`src/rtl/lsu_pkg.sv`:
```
// Shared definitions for the MEM-stage load/store unit: RV32 load/store
// funct3 codes, the controller state encoding, and the per-request helpers
// for legality, byte-lane masks and store-data replication.
package lsu_pkg;

  localparam logic [2:0] F3_B  = 3'b000;
  localparam logic [2:0] F3_H  = 3'b001;
  localparam logic [2:0] F3_W  = 3'b010;
  localparam logic [2:0] F3_BU = 3'b100;
  localparam logic [2:0] F3_HU = 3'b101;

  typedef enum logic [1:0] {
    IDLE   = 2'd0,
    ACCESS = 2'd1,
    RESP   = 2'd2
  } lsu_state_t;

  // Active-high mask of the byte lanes touched by an access of this size at this offset.
  function automatic logic [3:0] byte_mask(input logic [2:0] funct3, input logic [1:0] off);
    logic [3:0] m;
    m = 4'b0000;
    case (funct3)
      F3_B, F3_BU: m = 4'b0001 << off;
      F3_H, F3_HU: m = off[1] ? 4'b1100 : 4'b0011;
      F3_W:        m = 4'b1111;
      default:     m = 4'b0000;
    endcase
    return m;
  endfunction

  // Request is legal when funct3 is defined for its direction and the address is naturally aligned.
  function automatic logic req_legal(input logic we, input logic [2:0] funct3, input logic [1:0] off);
    logic ok;
    ok = 1'b0;
    case (funct3)
      F3_B:    ok = 1'b1;
      F3_H:    ok = (off[0] == 1'b0);
      F3_W:    ok = (off == 2'b00);
      F3_BU:   ok = ~we;
      F3_HU:   ok = ~we & (off[0] == 1'b0);
      default: ok = 1'b0;
    endcase
    return ok;
  endfunction

  // Replicate store data across the word so every candidate lane carries the value.
  function automatic logic [31:0] store_data(input logic [2:0] funct3, input logic [31:0] wdata);
    logic [31:0] d;
    d = 32'h0000_0000;
    case (funct3)
      F3_B:    d = {4{wdata[7:0]}};
      F3_H:    d = {2{wdata[15:0]}};
      F3_W:    d = wdata;
      default: d = 32'h0000_0000;
    endcase
    return d;
  endfunction

endpackage

```
`src/rtl/lsu_load_align.sv`:
```
// Load lane select and sign/zero extension of a raw memory word.
// Purely combinational so the writeback mux can reuse it.
module lsu_load_align
  import lsu_pkg::*;
(
  input  logic [2:0]  funct3,
  input  logic [1:0]  off,
  input  logic [31:0] word,
  output logic [31:0] data
);

  logic [7:0]  byte_sel;
  logic [15:0] half_sel;

  // Pick the addressed byte/half, then extend according to the load type.
  always_comb begin
    byte_sel = 8'h00;
    half_sel = off[1] ? word[31:16] : word[15:0];
    data     = 32'h0000_0000;
    case (off)
      2'd0:    byte_sel = word[7:0];
      2'd1:    byte_sel = word[15:8];
      2'd2:    byte_sel = word[23:16];
      2'd3:    byte_sel = word[31:24];
      default: byte_sel = 8'h00;
    endcase
    case (funct3)
      F3_B:    data = {{24{byte_sel[7]}}, byte_sel};
      F3_BU:   data = {24'h00_0000, byte_sel};
      F3_H:    data = {{16{half_sel[15]}}, half_sel};
      F3_HU:   data = {16'h0000, half_sel};
      F3_W:    data = word;
      default: data = 32'h0000_0000;
    endcase
  end

endmodule

```
`src/rtl/lsu_mem_ctrl.sv`:
```
// MEM-stage load/store unit: accepts one request, checks legality, runs a
// request/acknowledge memory access with an optional wait-state timeout and
// returns a one-cycle response with extended load data.
module lsu_mem_ctrl
  import lsu_pkg::*;
#(
  parameter int ADDR_W      = 14,
  parameter int TIMEOUT_CYC = 16
) (
  input  logic              clk,
  input  logic              rst,
  input  logic              req_valid,
  output logic              req_ready,
  input  logic              req_we,
  input  logic [2:0]        req_funct3,
  input  logic [31:0]       req_addr,
  input  logic [31:0]       req_wdata,
  input  logic [4:0]        req_rd,
  output logic              resp_valid,
  output logic [31:0]       resp_rdata,
  output logic [4:0]        resp_rd,
  output logic              resp_err,
  output logic              busy,
  output logic              mem_req,
  output logic              mem_oe,
  output logic [3:0]        mem_web,
  output logic [ADDR_W-1:0] mem_addr,
  output logic [31:0]       mem_wdata,
  input  logic              mem_ack,
  input  logic [31:0]       mem_rdata
);

  localparam int CNT_W = (TIMEOUT_CYC > 1) ? $clog2(TIMEOUT_CYC) : 1;
  localparam logic [CNT_W-1:0] TMO_LAST = CNT_W'(TIMEOUT_CYC - 1);

  lsu_state_t       state;
  lsu_state_t       nxt;
  logic [CNT_W-1:0] cnt;
  logic             cap_we;
  logic [2:0]       cap_funct3;
  logic [1:0]       cap_off;
  logic [4:0]       cap_rd;
  logic             legal;
  logic             timeout_hit;
  logic [31:0]      load_data;
  logic             unused_addr_hi;

  // Upper address bits lie outside the data memory window.
  assign unused_addr_hi = ^req_addr[31:ADDR_W+2];

  assign legal       = req_legal(req_we, req_funct3, req_addr[1:0]);
  assign timeout_hit = (TIMEOUT_CYC != 0) && (cnt == TMO_LAST);
  assign req_ready   = (state == IDLE);
  assign busy        = (state != IDLE);

  lsu_load_align u_align (
    .funct3 (cap_funct3),
    .off    (cap_off),
    .word   (mem_rdata),
    .data   (load_data)
  );

  // State register.
  always_ff @(posedge clk or posedge rst) begin
    if (rst) state <= IDLE;
    else     state <= nxt;
  end

  // Next-state logic; an ack in the expiring cycle still completes normally.
  always_comb begin
    nxt = state;
    case (state)
      IDLE: begin
        if (req_valid) nxt = legal ? ACCESS : RESP;
        else           nxt = IDLE;
      end
      ACCESS: begin
        if (mem_ack)          nxt = RESP;
        else if (timeout_hit) nxt = RESP;
        else                  nxt = ACCESS;
      end
      RESP:    nxt = IDLE;
      default: nxt = IDLE;
    endcase
  end

  // Request capture, memory strobes, wait counter and registered response.
  always_ff @(posedge clk or posedge rst) begin
    if (rst) begin
      cnt        <= '0;
      cap_we     <= 1'b0;
      cap_funct3 <= 3'b000;
      cap_off    <= 2'b00;
      cap_rd     <= 5'd0;
      mem_req    <= 1'b0;
      mem_oe     <= 1'b0;
      mem_web    <= 4'hF;
      mem_addr   <= '0;
      mem_wdata  <= 32'h0000_0000;
      resp_valid <= 1'b0;
      resp_err   <= 1'b0;
      resp_rdata <= 32'h0000_0000;
      resp_rd    <= 5'd0;
    end else begin
      case (state)
        IDLE: begin
          if (req_valid) begin
            cap_we     <= req_we;
            cap_funct3 <= req_funct3;
            cap_off    <= req_addr[1:0];
            cap_rd     <= req_rd;
            cnt        <= '0;
            mem_addr   <= req_addr[ADDR_W+1:2];
            mem_wdata  <= store_data(req_funct3, req_wdata);
            if (legal) begin
              mem_req <= 1'b1;
              mem_oe  <= ~req_we;
              mem_web <= req_we ? ~byte_mask(req_funct3, req_addr[1:0]) : 4'hF;
            end else begin
              // Rejected at accept: no memory access, error response next cycle.
              resp_valid <= 1'b1;
              resp_err   <= 1'b1;
              resp_rdata <= 32'h0000_0000;
              resp_rd    <= req_we ? 5'd0 : req_rd;
            end
          end
        end
        ACCESS: begin
          if (nxt == RESP) begin
            mem_req    <= 1'b0;
            mem_oe     <= 1'b0;
            mem_web    <= 4'hF;
            resp_valid <= 1'b1;
            resp_err   <= ~mem_ack;
            resp_rdata <= (mem_ack && !cap_we) ? load_data : 32'h0000_0000;
            resp_rd    <= cap_we ? 5'd0 : cap_rd;
          end else begin
            cnt <= cnt + {{(CNT_W-1){1'b0}}, 1'b1};
          end
        end
        RESP: begin
          resp_valid <= 1'b0;
          resp_err   <= 1'b0;
          resp_rdata <= 32'h0000_0000;
          resp_rd    <= 5'd0;
        end
        default: begin
          mem_req    <= 1'b0;
          mem_oe     <= 1'b0;
          mem_web    <= 4'hF;
          resp_valid <= 1'b0;
          resp_err   <= 1'b0;
          resp_rdata <= 32'h0000_0000;
          resp_rd    <= 5'd0;
        end
      endcase
    end
  end

endmodule

```
`config.mk`:
```
export PLATFORM = sky130hd
export DESIGN_NAME = lsu_mem_ctrl
export DESIGN_NICKNAME = d
export VERILOG_FILES = /design/src/rtl/lsu_pkg.sv /design/src/rtl/lsu_load_align.sv /design/src/rtl/lsu_mem_ctrl.sv
export SDC_FILE = /design/constraint.sdc
export NUM_CORES = 1
export LEC_CHECK = 0
export BUFFER_PORTS_ARGS = -buffer_cell sky130_fd_sc_hd__buf_2
export CAP_MARGIN = 20
export CORE_UTILIZATION = 38
export CTS_BUF_LIST = sky130_fd_sc_hd__clkbuf_4 sky130_fd_sc_hd__clkbuf_8 sky130_fd_sc_hd__clkbuf_16
export CTS_CLUSTER_SIZE = 12
export DETAILED_ROUTE_END_ITERATION = 8
export SLEW_MARGIN = 20
export SYNTH_ARGS = -nofsm -noshare
export SYNTH_HDL_FRONTEND = slang
export SYNTH_HIERARCHICAL = 1
export SYNTH_SLANG_ARGS = --single-unit
```
`constraint.sdc`:
```
create_clock -name clk -period 3.6 [get_ports clk]
set_clock_uncertainty 0.2 [all_clocks]
set_input_delay 0.18 -clock clk [delete_from_list [all_inputs] [get_ports clk]]
set_output_delay 0.18 -clock clk [all_outputs]
set_load 0.01 [all_outputs]
```
==> impl_metrics.csv <==
group,metric,value,unit
status,outcome,"finished clean",
timing,relative_slew_slack,45.6,%
clock_tree,cts-resized-gates,0,
floorplanning,io-pin-count,202,
place,dpl.hpwl,11.3,mm
critical_path,start_kind,"flop",
clock_tree,total_cts_buffers,9,
floorplanning,dieArea,15200,sq um
finish,num-nets-final,822,
global_route,first_global_vias,4943,
clock_tree,post_cts_setup_repair_bufs,0,
timing,rsz0062_at_grt,"no",
critical_path,critical_path_class,"flop to flop",
yosys,mapped_avg_cell_area,11.0,sq um
global_route,total_grt_overflow,0,
min_path,hold_path_class,"input port to flop",
route,drt_wl_total,16.5,mm
power_and_ir_drop,seq_power_share,41.1,%
clock_tree,clock-sinks,108,
route,drc,0,
clock_tree,root_buffer_cell,"sky130_fd_sc_hd__clkbuf_16",
finish,layout-drive-gt1-share,37.7,%
floorplanning,chipHeight,123,um
place,dp_worst_setup_slack,0.965,ns
critical_path,worst_path_arrival_time,2.73,ns
clock_tree,clock_insertion_delay_worst_skew,0.35,ns
clock_tree,clkTransAtPathRegs,0.07,ns
yosys,synth.top_cell.area_share,46.4,%
yosys,syn_inst,509,
timing,postLayoutSetupSlackWorst,0.953,ns
global_route,grt.total_usage,22.0,%
yosys,yosysWarningCount,6,
timing,timing_worst_slew_pin_value,0.814,ns
run,cap_violations,0,
clock_tree,cts_hold_buffers,46,
route,postRouteAntennaNets,0,
place,placement.cell_area,6560,sq um
yosys,postSynth.topFlopCell,"sky130_fd_sc_hd__dfrtp_1",
timing,finalHoldWorstSlack,0.0241,ns
yosys,synth_most_common_cell,"sky130_fd_sc_hd__dfrtp_1",
power_and_ir_drop,pwr-share-comb,32.6,%
global_route,grt.busiest_layer,"met2",
route,drt_first_pass_iters,6,
route,detail_route.iter0.violations,354,
yosys,ys_top_cells_by_count,"sky130_fd_sc_hd__dfrtp_1, sky130_fd_sc_hd__a22o_1, sky130_fd_sc_hd__o21ai_0, sky130_fd_sc_hd__nand2_1, sky130_fd_sc_hd__mux2_2",
critical_path,cp_max_fo,25,
global_route,globalRouteMet1Util,29.1,%
finish,layout.core_utilization,50.6,%
place,port_buffers,185,
timing,number_of_endpoints_failing_setup_at_the_final_stage,0,
route,via_count,5062,
critical_path,end_kind,"flop",
floorplanning,floorplan.die.width,123,um
global_route,grt_pass1_wl,25.8,mm
timing,finalHoldViolCount,0,
finish,area_growth,30.7,%
route,avgRoutedWirePerCell,18.3,um
power_and_ir_drop,clockPowerShare,26.3,%
power_and_ir_drop,power_density,539,nW/um^2
global_route,grt_antenna_before_repair,0,
floorplanning,placeableCoreArea,14500,sq um
yosys,sequential_to_total_area_share_from_yosys_stat,48.3,%
yosys,yosysUniqueCellTypes,54,
yosys,synth.top_cells.by_area,"sky130_fd_sc_hd__dfrtp_1, sky130_fd_sc_hd__a22o_1, sky130_fd_sc_hd__mux2_2",
clock_tree,tritoncts,"yes",
global_route,grt_max_degree,66,
yosys,ys_ff_latch,108,
finish,final_cell_area,7330,sq um
timing,fin_crit_sh,73.5,%
route,drt-vias-per-instance,5.62,
global_route,met2_usage,35.9,%
place,gpl.final_weighted_congestion,0.834,
finish,n_antenna_cell,0,
power_and_ir_drop,static-leakage-power,3.49,nW
yosys,synth_edf_count,0,
yosys,postSynthNetCount,619,
yosys,async_reset_ff_share,100,%
floorplanning,floorplan.initialDensity,38.7,%
power_and_ir_drop,irDropWorstVdd,0.000337,V
critical_path,worst_ep_required_time,3.68,ns
yosys,netlist_area,5600,sq um
clock_tree,clockBufferDepth,2,
power_and_ir_drop,netSwitchingFraction,34.3,%
floorplanning,fp-row-count,44,
power_and_ir_drop,power.net_switching,1.35,mW
timing,min_period,2.65,ns
clock_tree,cts.htree.levels,3,
yosys,post-synth-top-area-cell,"sky130_fd_sc_hd__dfrtp_1",
global_route,grt.met3_usage,4.47,%
timing,max_freq,0.378,GHz
timing,final-max-slew-violation-count,0,
power_and_ir_drop,power.internal,2.60,mW
timing,timing.setup.tns,0,ns
[cell usage in the layout (no fill, tap or decap), types with 5 or more instances in the layout]
cell type	synthesis	final
sky130_fd_sc_hd__a22oi_1	30	30
sky130_fd_sc_hd__dfrtp_1	104	104
sky130_fd_sc_hd__o21ai_0	46	46
sky130_fd_sc_hd__a31oi_1	5	5
sky130_fd_sc_hd__mux2i_1	7	7
sky130_fd_sc_hd__nor2b_1	13	13
sky130_fd_sc_hd__buf_4	3	8
sky130_fd_sc_hd__clkbuf_16	0	9
sky130_fd_sc_hd__dlygate4sd3_1	0	46
sky130_fd_sc_hd__mux2_2	33	33
sky130_fd_sc_hd__a22o_1	53	53
sky130_fd_sc_hd__o221ai_2	7	7
sky130_fd_sc_hd__inv_1	7	6
sky130_fd_sc_hd__or4bb_1	7	7
sky130_fd_sc_hd__a222oi_1	7	7
sky130_fd_sc_hd__a211oi_1	18	18
sky130_fd_sc_hd__nand2_1	41	41
sky130_fd_sc_hd__buf_2	15	185
sky130_fd_sc_hd__nor2_1	6	6
sky130_fd_sc_hd__a21oi_1	22	22
[cell type report]
type	count	area (sq um)
clock buffer	13	262
clock inverter	3	43.8
fill	1315	7150
inverter	8	32.5
multi-input combinational	346	2610
sequential	108	2710
tap	184	230
timing repair buffer	239	1450
[critical path, stage by stage, from the launching register on]
cell,delay [ns]
sky130_fd_sc_hd__dfrtp_1,0.59
sky130_fd_sc_hd__or3b_2,0.79
sky130_fd_sc_hd__a211oi_4,0.74
sky130_fd_sc_hd__a22o_1,0.24
[layer usage]
| metal | share of wire, % | wire, um |
|---|---|---|
| met1 | 44 | 7240 |
| met2 | 47 | 7710 |
| met3 | 7.4 | 1220 |
| met4 | 1.8 | 301 |
| met5 | 0 | 0 |
[flip-flops by register name, summed over array words and instances (netlist names)]
signal      flops
mem_wdata      32
resp_rdata     32
mem_addr       14
cap_rd          5
resp_rd         5
cnt             4
mem_web         4
cap_funct3      3
cap_off         2
state           2
cap_we          1
mem_oe          1
mem_req         1
resp_err        1
resp_valid      1
[power groups by stage]
| stage | combinational (mW) | clock (mW) | sequential, mW |
|---|---|---|---|
| global route | 1.42 | 1.10 | 1.66 |
| detailed placement | 1.26 | 0 | 1.64 |
| CTS | 1.29 | 1.07 | 1.62 |
| floorplan | 0.864 | 0 | 1.64 |
| global placement | 1.23 | 0 | 1.63 |
| finish | 1.29 | 1.04 | 1.62 |
[final timing paths]
path                                            from                    endpoint  slack [ns]  cells after the start
max                               state[0]$_DFF_PP0_    mem_wdata[6]$_DFFE_PP0P_        0.95                      3
min                                          mem_ack        resp_err$_DFFE_PP0P_        0.02                      3
max reg2reg                       state[0]$_DFF_PP0_    mem_wdata[6]$_DFFE_PP0P_        0.95                      3
min reg2reg                mem_wdata[19]$_DFFE_PP0P_   mem_wdata[19]$_DFFE_PP0P_        0.28                      2
max in group asynchronous                        rst      mem_web[3]$_DFFE_PP1P_        1.98                      4
min in group asynchronous                        rst  resp_rdata[27]$_DFFE_PP0P_        0.33                      3
[metrics by stage]
stage	total power [mW]	std cells
6_report	3.95	901
5_1_grt	4.18	901
4_1_cts	3.98	901
3_5_place_dp	2.89	839
3_3_place_gp	2.86	839
2_1_floorplan	2.50	509
[logic make-up (layout without fill, tap and decap cells)]
logic type / count (synthesis) / count (layout) / synth area share, %
compound gates: 215 / 215 / 29.2
simple gates: 89 / 89 / 8.77
buf+inv: 55 / 263 / 5.29
flops: 108 / 108 / 48.3
fa+ha+maj: 1 / 1 / 0.223
mux: 41 / 41 / 8.15
No activity file was read; power rests on OpenSTA's default activity.
